$ cat src/rtl/simon_datapath.sv
// Simon game datapath: seed capture, LFSR colour generator, 32-entry
// sequence memory, round selection/compare, LED drive and speed timer.
module simon_datapath #(
  parameter int BASE_PERIOD = 25_000_000
) (
  input  logic       clk,
  input  logic       reset,
  input  logic       rst_seedgen,
  input  logic       start,
  input  logic       load_colour,
  input  logic       load_speed,
  input  logic [2:0] speed,
  input  logic [5:0] check_round,
  input  logic       flash_clk,
  input  logic [3:0] player_input,
  output logic       pulse,
  output logic       result,
  output logic [3:0] led
);

  localparam int CW = $clog2(BASE_PERIOD + 1);
  localparam logic [CW-1:0] BASE = CW'(BASE_PERIOD);
  localparam logic [15:0] SEED0 = 16'hACE1;

  logic [15:0]   seed_cnt;
  logic          seed_run;
  logic [15:0]   lfsr;
  logic [5:0]    wr_ptr;
  logic [2:0]    speed_reg;
  logic [CW-1:0] tmr;
  logic          running;
  logic [1:0]    mem [32];

  logic          cmd_ok;
  logic          col_we;
  logic          spd_we;
  logic          lfsr_fb;
  logic [CW-1:0] period;
  logic          tmr_wrap;
  logic [4:0]    sel_idx;
  logic          sel_ok;
  logic [3:0]    sel_oh;

  function automatic logic [3:0] onehot(input logic [1:0] c);
    logic [3:0] o;
    o = 4'b0000;
    unique case (c)
      2'd0: o = 4'b0001;
      2'd1: o = 4'b0010;
      2'd2: o = 4'b0100;
      2'd3: o = 4'b1000;
    endcase
    return o;
  endfunction

  // Lower-priority strobes only count when no reset/start is present
  assign cmd_ok = !reset && !rst_seedgen && !start;
  assign col_we = cmd_ok && load_colour && (wr_ptr < 6'd32);
  assign spd_we = cmd_ok && load_speed;

  assign lfsr_fb = lfsr[15] ^ lfsr[13] ^ lfsr[12] ^ lfsr[10];

  assign period   = BASE >> speed_reg;
  assign tmr_wrap = running && (tmr >= period - CW'(1));

  // Index arithmetic mod 32 is exact whenever the selection is valid
  assign sel_idx = wr_ptr[4:0] - check_round[4:0];
  assign sel_ok  = (check_round != 6'd0) && (check_round <= wr_ptr);
  assign sel_oh  = onehot(mem[sel_idx]);

  always_ff @(posedge clk) begin
    if (reset) begin
      seed_cnt  <= 16'd0;
      seed_run  <= 1'b1;
      lfsr      <= SEED0;
      wr_ptr    <= 6'd0;
      speed_reg <= 3'd0;
      tmr       <= '0;
      running   <= 1'b0;
      pulse     <= 1'b0;
    end else if (rst_seedgen) begin
      seed_cnt  <= 16'd0;
      seed_run  <= 1'b1;
      wr_ptr    <= 6'd0;
      speed_reg <= 3'd0;
      tmr       <= '0;
      running   <= 1'b0;
      pulse     <= 1'b0;
    end else begin
      pulse <= tmr_wrap;
      if (running) begin
        tmr <= tmr_wrap ? '0 : tmr + CW'(1);
      end
      if (start) begin
        lfsr     <= (seed_cnt == 16'd0) ? SEED0 : seed_cnt;
        seed_run <= 1'b0;
        running  <= 1'b1;
      end else begin
        if (seed_run) begin
          seed_cnt <= seed_cnt + 16'd1;
        end
        if (col_we) begin
          lfsr   <= {lfsr[14:0], lfsr_fb};
          wr_ptr <= wr_ptr + 6'd1;
        end
        if (spd_we) begin
          speed_reg <= (speed > 3'd5) ? 3'd5 : speed;
        end
      end
    end
  end

  always_ff @(posedge clk) begin
    if (col_we) begin
      mem[wr_ptr[4:0]] <= lfsr[1:0];
    end
  end

  always_ff @(posedge clk) begin
    if (reset) begin
      led    <= 4'b0000;
      result <= 1'b0;
    end else begin
      led    <= (sel_ok && flash_clk) ? sel_oh : 4'b0000;
      result <= sel_ok && (player_input == sel_oh);
    end
  end

endmodule

$ cat config.mk
export PLATFORM = sky130hd
export DESIGN_NAME = simon_datapath
export DESIGN_NICKNAME = d
export VERILOG_FILES = /design/src/rtl/simon_datapath.sv
export SDC_FILE = /design/constraint.sdc
export NUM_CORES = 1
export LEC_CHECK = 0
export ABC_AREA = 1
export CORE_MARGIN = 5
export CORE_UTILIZATION = 35
export CTS_CLUSTER_DIAMETER = 80
export CTS_CLUSTER_SIZE = 16
export DETAILED_ROUTE_END_ITERATION = 10
export PLACE_DENSITY_LB_ADDON = 0.3
export SKIP_LAST_GASP = 1
export SYNTH_ARGS = -nofsm -noshare
export SYNTH_HDL_FRONTEND = slang
export SYNTH_SLANG_ARGS = --single-unit
$ cat constraint.sdc
create_clock -name clk -period 3.4 [get_ports clk]
set_clock_uncertainty 0.1 [all_clocks]
set_input_delay 0.68 -clock clk [delete_from_list [all_inputs] [get_ports clk]]
set_output_delay 0.68 -clock clk [all_outputs]
set_load 0.02 [all_outputs]
# After elaboration in Yosys (flattened, before gate mapping)
# Memory sizes are Yosys's and may differ from the RTL's.
# Index checks and enable logic that the tools add are counted.
# Widths: inputs -> output; s select.
# word_totals
register_bits	74
mem_bits_rw	64
mem_count	1
# op_classes
addsub	5
magnitude_cmp	4
n_eq_ne	4
shift	1
n_mux	8
n_bitwise	6
reduce_logical	22
# memory_table
memory	depth	word_bits	rd	rd_clocked_by_memory_dff	write_ports	line_no	rtl
mem	32	2	1	0	1	32	logic [1:0] mem [32];
# op_table
operator	count
$mux 16	3
$add 25x1->25 const B	1
$ge 25x25->1	1
$mux 25	1
$shr 25x3->25 const A	1
$sub 25x1->25 const B	1
$add 16x1->16 const B	1
$logic_not 16->1	1
$pmux 4 s4	1
$logic_and 1x1->1	9
$reduce_and 2->1	4
$add 6x1->6 const B	1
$le 6x6->1	1
$lt 6x6->1 const B	1
$reduce_bool 6->1	1
$sub 5x5->5	1
$eq 2x2->1 const B	2
$eq 4x4->1	1
$reduce_or 2->1	2
$gt 3x3->1 const B	1
$logic_not 1->1	3
$mux 3	1
$not 1->1	3
$xor 1x1->1	3
4 further kinds	5

# Depth between registers and ports, before layout
# Gate-level depths: netlist of the first run.
# depth
depth_word	7
mapped_depth	22
ltp_nobuf	20

# Worst setup path before layout of the first run
# Ideal clock, no wire load.
# synth_timing
kind	flip-flop to flip-flop
startpoint	reg speed_reg[2]
endpoint	reg tmr[7]
t_arrival_ns	2.710
required_ns	3.178
slack_ns	0.468
stages_incl_launch_ff	23
path_buffers	2
cell_sequence	dfxtp_1 clkbuf_1 inv_1 nor2_1 nand2_1 ha_1 nor2_1 nand2_1 o21ai_0 inv_1 ha_1 nand2_1 nor2_1 nand4_1 nor2_1 nand3_1 nand4_1 nor2_1 nand2_1 nand2_1 nand2_1 buf_2 nor2_1
# synth_between
elab_chain_cells	5
# synth_lines
item	line_no	rtl
start, declared	29	logic [2:0] speed_reg;
start signal, assigned	107	speed_reg <= (speed > 3'd5) ? 3'd5 : speed;
$shr 25x3->25	63	assign period = BASE >> speed_reg;
$sub 25x1->25	64	assign tmr_wrap = running && (tmr >= period - CW'(1));
$ge 25x25->1	64	
$logic_and 1x1->1	64	
$mux 25	92	tmr <= tmr_wrap ? '0 : tmr + CW'(1);
end signal, assigned	92	
end, declared	30	logic [CW-1:0] tmr;
# Every way passes these cells.
# A chain may end at the register's enable or synchronous reset.

# Final worst setup path of the first run
# layout_timing
startpoint	reg speed_reg[0]
endpoint	reg tmr[12]
# The elaborated chain is that of the path after synthesis.

==> impl_metrics.tcl, run 1 <==
set metrics [dict create \
    floorplan.die_area_mm2 0.0244 \
    wire_length_of_the_first_global_routing_pass_um 28900 \
    grt_util_all_layers 0.148 \
    r2r_depth 19 \
    cpMostUsedCell "nand2_1" \
    via_count 6170 \
    clkSlewWorstSetupHoldPaths_ns 0.06 \
    holdCritStartpoint "lfsr[14]" \
    mappedNetlistNets 1014 \
    count_of_cell_types_in_the_netlist 51 \
    groute.layer.met3.usage 0.0341 \
    postSynthRegisterBits 138 \
    worstPathCellList "nand2_1 -> inv_1 -> nand2_1 -> ha_1 -> nor2_1 -> nand2_1 -> o21ai_0 -> inv_1 -> ha_1 -> nand2_1 -> nor2_1 -> nand2_1 -> o211ai_1 -> nand3b_1 -> nand2_1 -> nand2_1 -> buf_4 -> inv_1 -> nor3_1" \
    cp_max_fanout 9 \
    setup_viol 0 \
    dieWidth_um 156 \
    synth-compound-area-share 0.0867 \
    startpoint_type "register" \
    synth_area_in_xor_xnor 0.0243 \
    holdPathEnd "lfsr[14]" \
    critical_path_stages 19 \
    core.rowCount 53 \
    grt_most_used_layer "met2" \
    hold_path_depth 2 \
    numCtsBuffers 17 \
    run_status "finished clean" \
    r2r-start "speed_reg[0]" \
    timing.final.hold_violations 0 \
    worstMarginPinSlew_ns 0.784 \
    finalCoreUtilization 0.414 \
    antenna_found_initial 0 \
    drv_cap 0 \
    timing.critical_path.slowest_cell_delay_ns 0.52 \
    postCtsSetupBuffers 0 \
    avgViaCountPerCell 4.84 \
    multiInputGateArea_mm2 0.00350 \
    gate_family_responsible_for_the_most_delay_along_the_worst_path "simple AND/OR/NAND/NOR gates" \
    final.period_utilization 0.862 \
    synth_edf_count 64 \
    setup_tns_ns 0 \
    grt_pass1_vias 5774 \
    gp_weighted_congestion 0.892 \
    power_density_mw_per_mm2 458 \
    postRouteWirelength_um 17600 \
    seqCellArea_mm2 0.00340 \
    finalNetCount 1050 \
    critical_path.endpoint_type "register" \
    firstDrtPassIters 5 \
    syn_avg_cell_area_um2 7.87 \
    yosys-mux-area-fraction 0 \
    synth_ff_type "dfxtp_1" \
    final.fill_count 2104 \
    ys_seq_area_frac 0.455 \
    cts_sinks 138 \
    tritoncts "done" \
    yosysWarningCount 0 \
    grtUsageMet2 0.237 \
    path_class "reg -> reg" \
    fp.coreArea_mm2 0.0210 \
    h-tree-depth 4 \
    final_layout_size_suffix_gt1_frac 0.0831 \
    drc 0 \
    post_drt_wl_per_cell_um 13.8 \
    critPathArrivalTime_ns 3.12 \
    route.antenna.remaining_nets 0 \
    synthCells 950 \
    yosys.area_share.adder 0.0746 \
    regToRegSetupSlack_ns 0.47 \
    timing.critical_path.required_ns 3.59 \
    worst_r2r_endpoint "tmr[12]" \
    initial_utilization 0.356 \
    max-clock-path-buffers 2 \
    buffer_ports.inserted 25 \
    synth.cell_area_mm2 0.00748 \
    rsz0062_at_grt "no" \
    synthSimpleGateAreaFrac 0.282 \
    grtUsageMet1 0.199 \
    largest_reg_flops 64 \
    asyncSetResetFlopFracSynth 0 \
    floorplan.io_pins 26 \
    clk_root_buffer_cell "clkbuf_16" \
    syn2layout_area_growth_pct 16.4 \
    antenna_cells_inserted 0 \
    critPathBufInv 4 \
    ctsHoldBuffers 0 \
    ir_drop_worst_vdd_uv 358 \
    hp-class "reg -> reg" \
    finalWorstPathRequiredPeriod_ns 2.93 \
    main_combinational_cell_family_by_area_after_synthesis "simple AND/OR/NAND/NOR gates" \
    final-max-slew-violation-count 0 \
    slew_headroom 0.470 \
    maxClockFrequency_mhz 341 \
    first_iter_violations 380 \
    p_leak_nw 3.55 \
    global_route.overflow_total 0 \
    post_cts.resized_instances 0 \
    fp.dieH_um 156 \
    clock_insertion_delay_worst_skew_ns 0.42 \
    critical_path_slowest_stage_cell "dfxtp_1" \
    grt_start_max_net_pins 32 \
    post-dp-hpwl_um 12700 \
]
==> worst min-delay path, stage by stage, from the launching register on <==
cell,delay (ns)
dfxtp_1,0.30
inv_1,0.05
a221oi_1,0.06
==> through the flow <==
step / std cells / hold WS, ns / total power [mW] / setup slack [ns] / area (um2)
final: 1274 / 0.365 / 3.99 / 0.469 / 8710
after CTS: 1274 / 0.365 / 4.03 / 0.443 / 8710
after floorplan: 950 / 0.336 / 2.03 / 0.468 / 7480
after detailed placement: 1242 / 0.355 / 2.14 / 0.141 / 8100
after global placement: 1242 / 0.349 / 2.14 / 0.181 / 8100
after global routing: 1274 / 0.381 / 4.14 / 0.109 / 8710
==> cells by family (layout without fill, tap and decap cells) <==
kind of cell	after synthesis	in the layout
and+or+nand+nor	483	483
buffers and inverters	147	196
DFF	138	138
AOI/OAI and AO/OA	119	119
adders and majority gates	44	44
xor gates and xnor gates	19	19
==> cells in the mapped netlist, types with 2 or more instances <==
cell type | n | share of area
a21oi_1 | 58 | 0.039
ha_1 | 43 | 0.072
edfxtp_1 | 64 | 0.26
a31oi_1 | 5 | 0.0042
xnor2_1 | 7 | 0.0082
xor2_1 | 10 | 0.012
nand2_2 | 2 | 0.0017
nand4_2 | 2 | 0.0033
nor2_2 | 5 | 0.0042
inv_1 | 114 | 0.057
o21a_1 | 4 | 0.0040
nor2_1 | 114 | 0.057
clkbuf_1 | 8 | 0.0040
o21ai_1 | 8 | 0.0054
a21o_1 | 2 | 0.0020
nor4_1 | 5 | 0.0042
nand2_1 | 230 | 0.12
nand3_2 | 3 | 0.0040
o21ai_0 | 32 | 0.021
nor3_2 | 5 | 0.0067
nand4_1 | 11 | 0.0092
nor3_1 | 13 | 0.0087
o211ai_1 | 2 | 0.0020
nand3b_1 | 2 | 0.0020
dfxtp_1 | 74 | 0.20
inv_2 | 6 | 0.0030
nand3_1 | 83 | 0.056
buf_2 | 15 | 0.010
==> power breakdown <==
part	leakage, nW	total, mW	switching, mW	internal, mW
registers	1.17	1.78	0.0171	1.76
clock network	0.304	1.89	0.744	1.15
logic	2.07	0.325	0.205	0.120
total	3.55	3.99	0.966	3.03
==> area by class of cell <==
type,instances,share of cell area
Sequential cell,138,0.391
Multi-Input combinational cell,665,0.402
Inverter,122,0.0527
Timing Repair Buffer,42,0.0448
Clock inverter,11,0.0121
Clock buffer,21,0.0579
Tap cell,275,0.0395
==> cell usage in the layout (no fill, tap or decap), drive strengths merged, types with 4 or more instances in the layout <==
cell type	n
nand2	233
inv	124
nor2	120
nand3	86
dfxtp	74
edfxtp	64
a21oi	59
ha	43
o21ai	40
clkdlybuf4s50	25
clkbuf	21
nor3	18
buf	17
nand4	13
xor2	11
xnor2	8
clkinv	8
nor4	6
a31oi	5
o21a	4
==> layer usage <==
| metal | up-vias | part of all wire |
|---|---|---|
| met4 | 0 | 0.016 |
| met1 | 2849 | 0.48 |
| met5 | - | 0 |
| met3 | 18 | 0.042 |
| met2 | 101 | 0.46 |
| li1 | 3202 | - |
==> how the worst max path moves through the flow <==
stage,start,endpoint
final,speed_reg[0],tmr[12]
after global routing,speed_reg[0],tmr[12]
after CTS,speed_reg[0],tmr[12]
after detailed placement,check_round[0],result
after global placement,check_round[0],result
after floorplan,speed_reg[2],tmr[7]
(Power assumes the default switching activity.)
==> inputs of run 2 (changes only) <==
--- a/config.mk
+++ b/config.mk
@@ -13,6 +13,7 @@
 export DETAILED_ROUTE_END_ITERATION = 10
 export PLACE_DENSITY_LB_ADDON = 0.3
 export SKIP_LAST_GASP = 1
+export SLEW_MARGIN = 20
 export SYNTH_ARGS = -nofsm -noshare
 export SYNTH_HDL_FRONTEND = slang
 export SYNTH_SLANG_ARGS = --single-unit
==> results of run 2 <==
Final layout, timing and power as in run 1 (identical DEF).
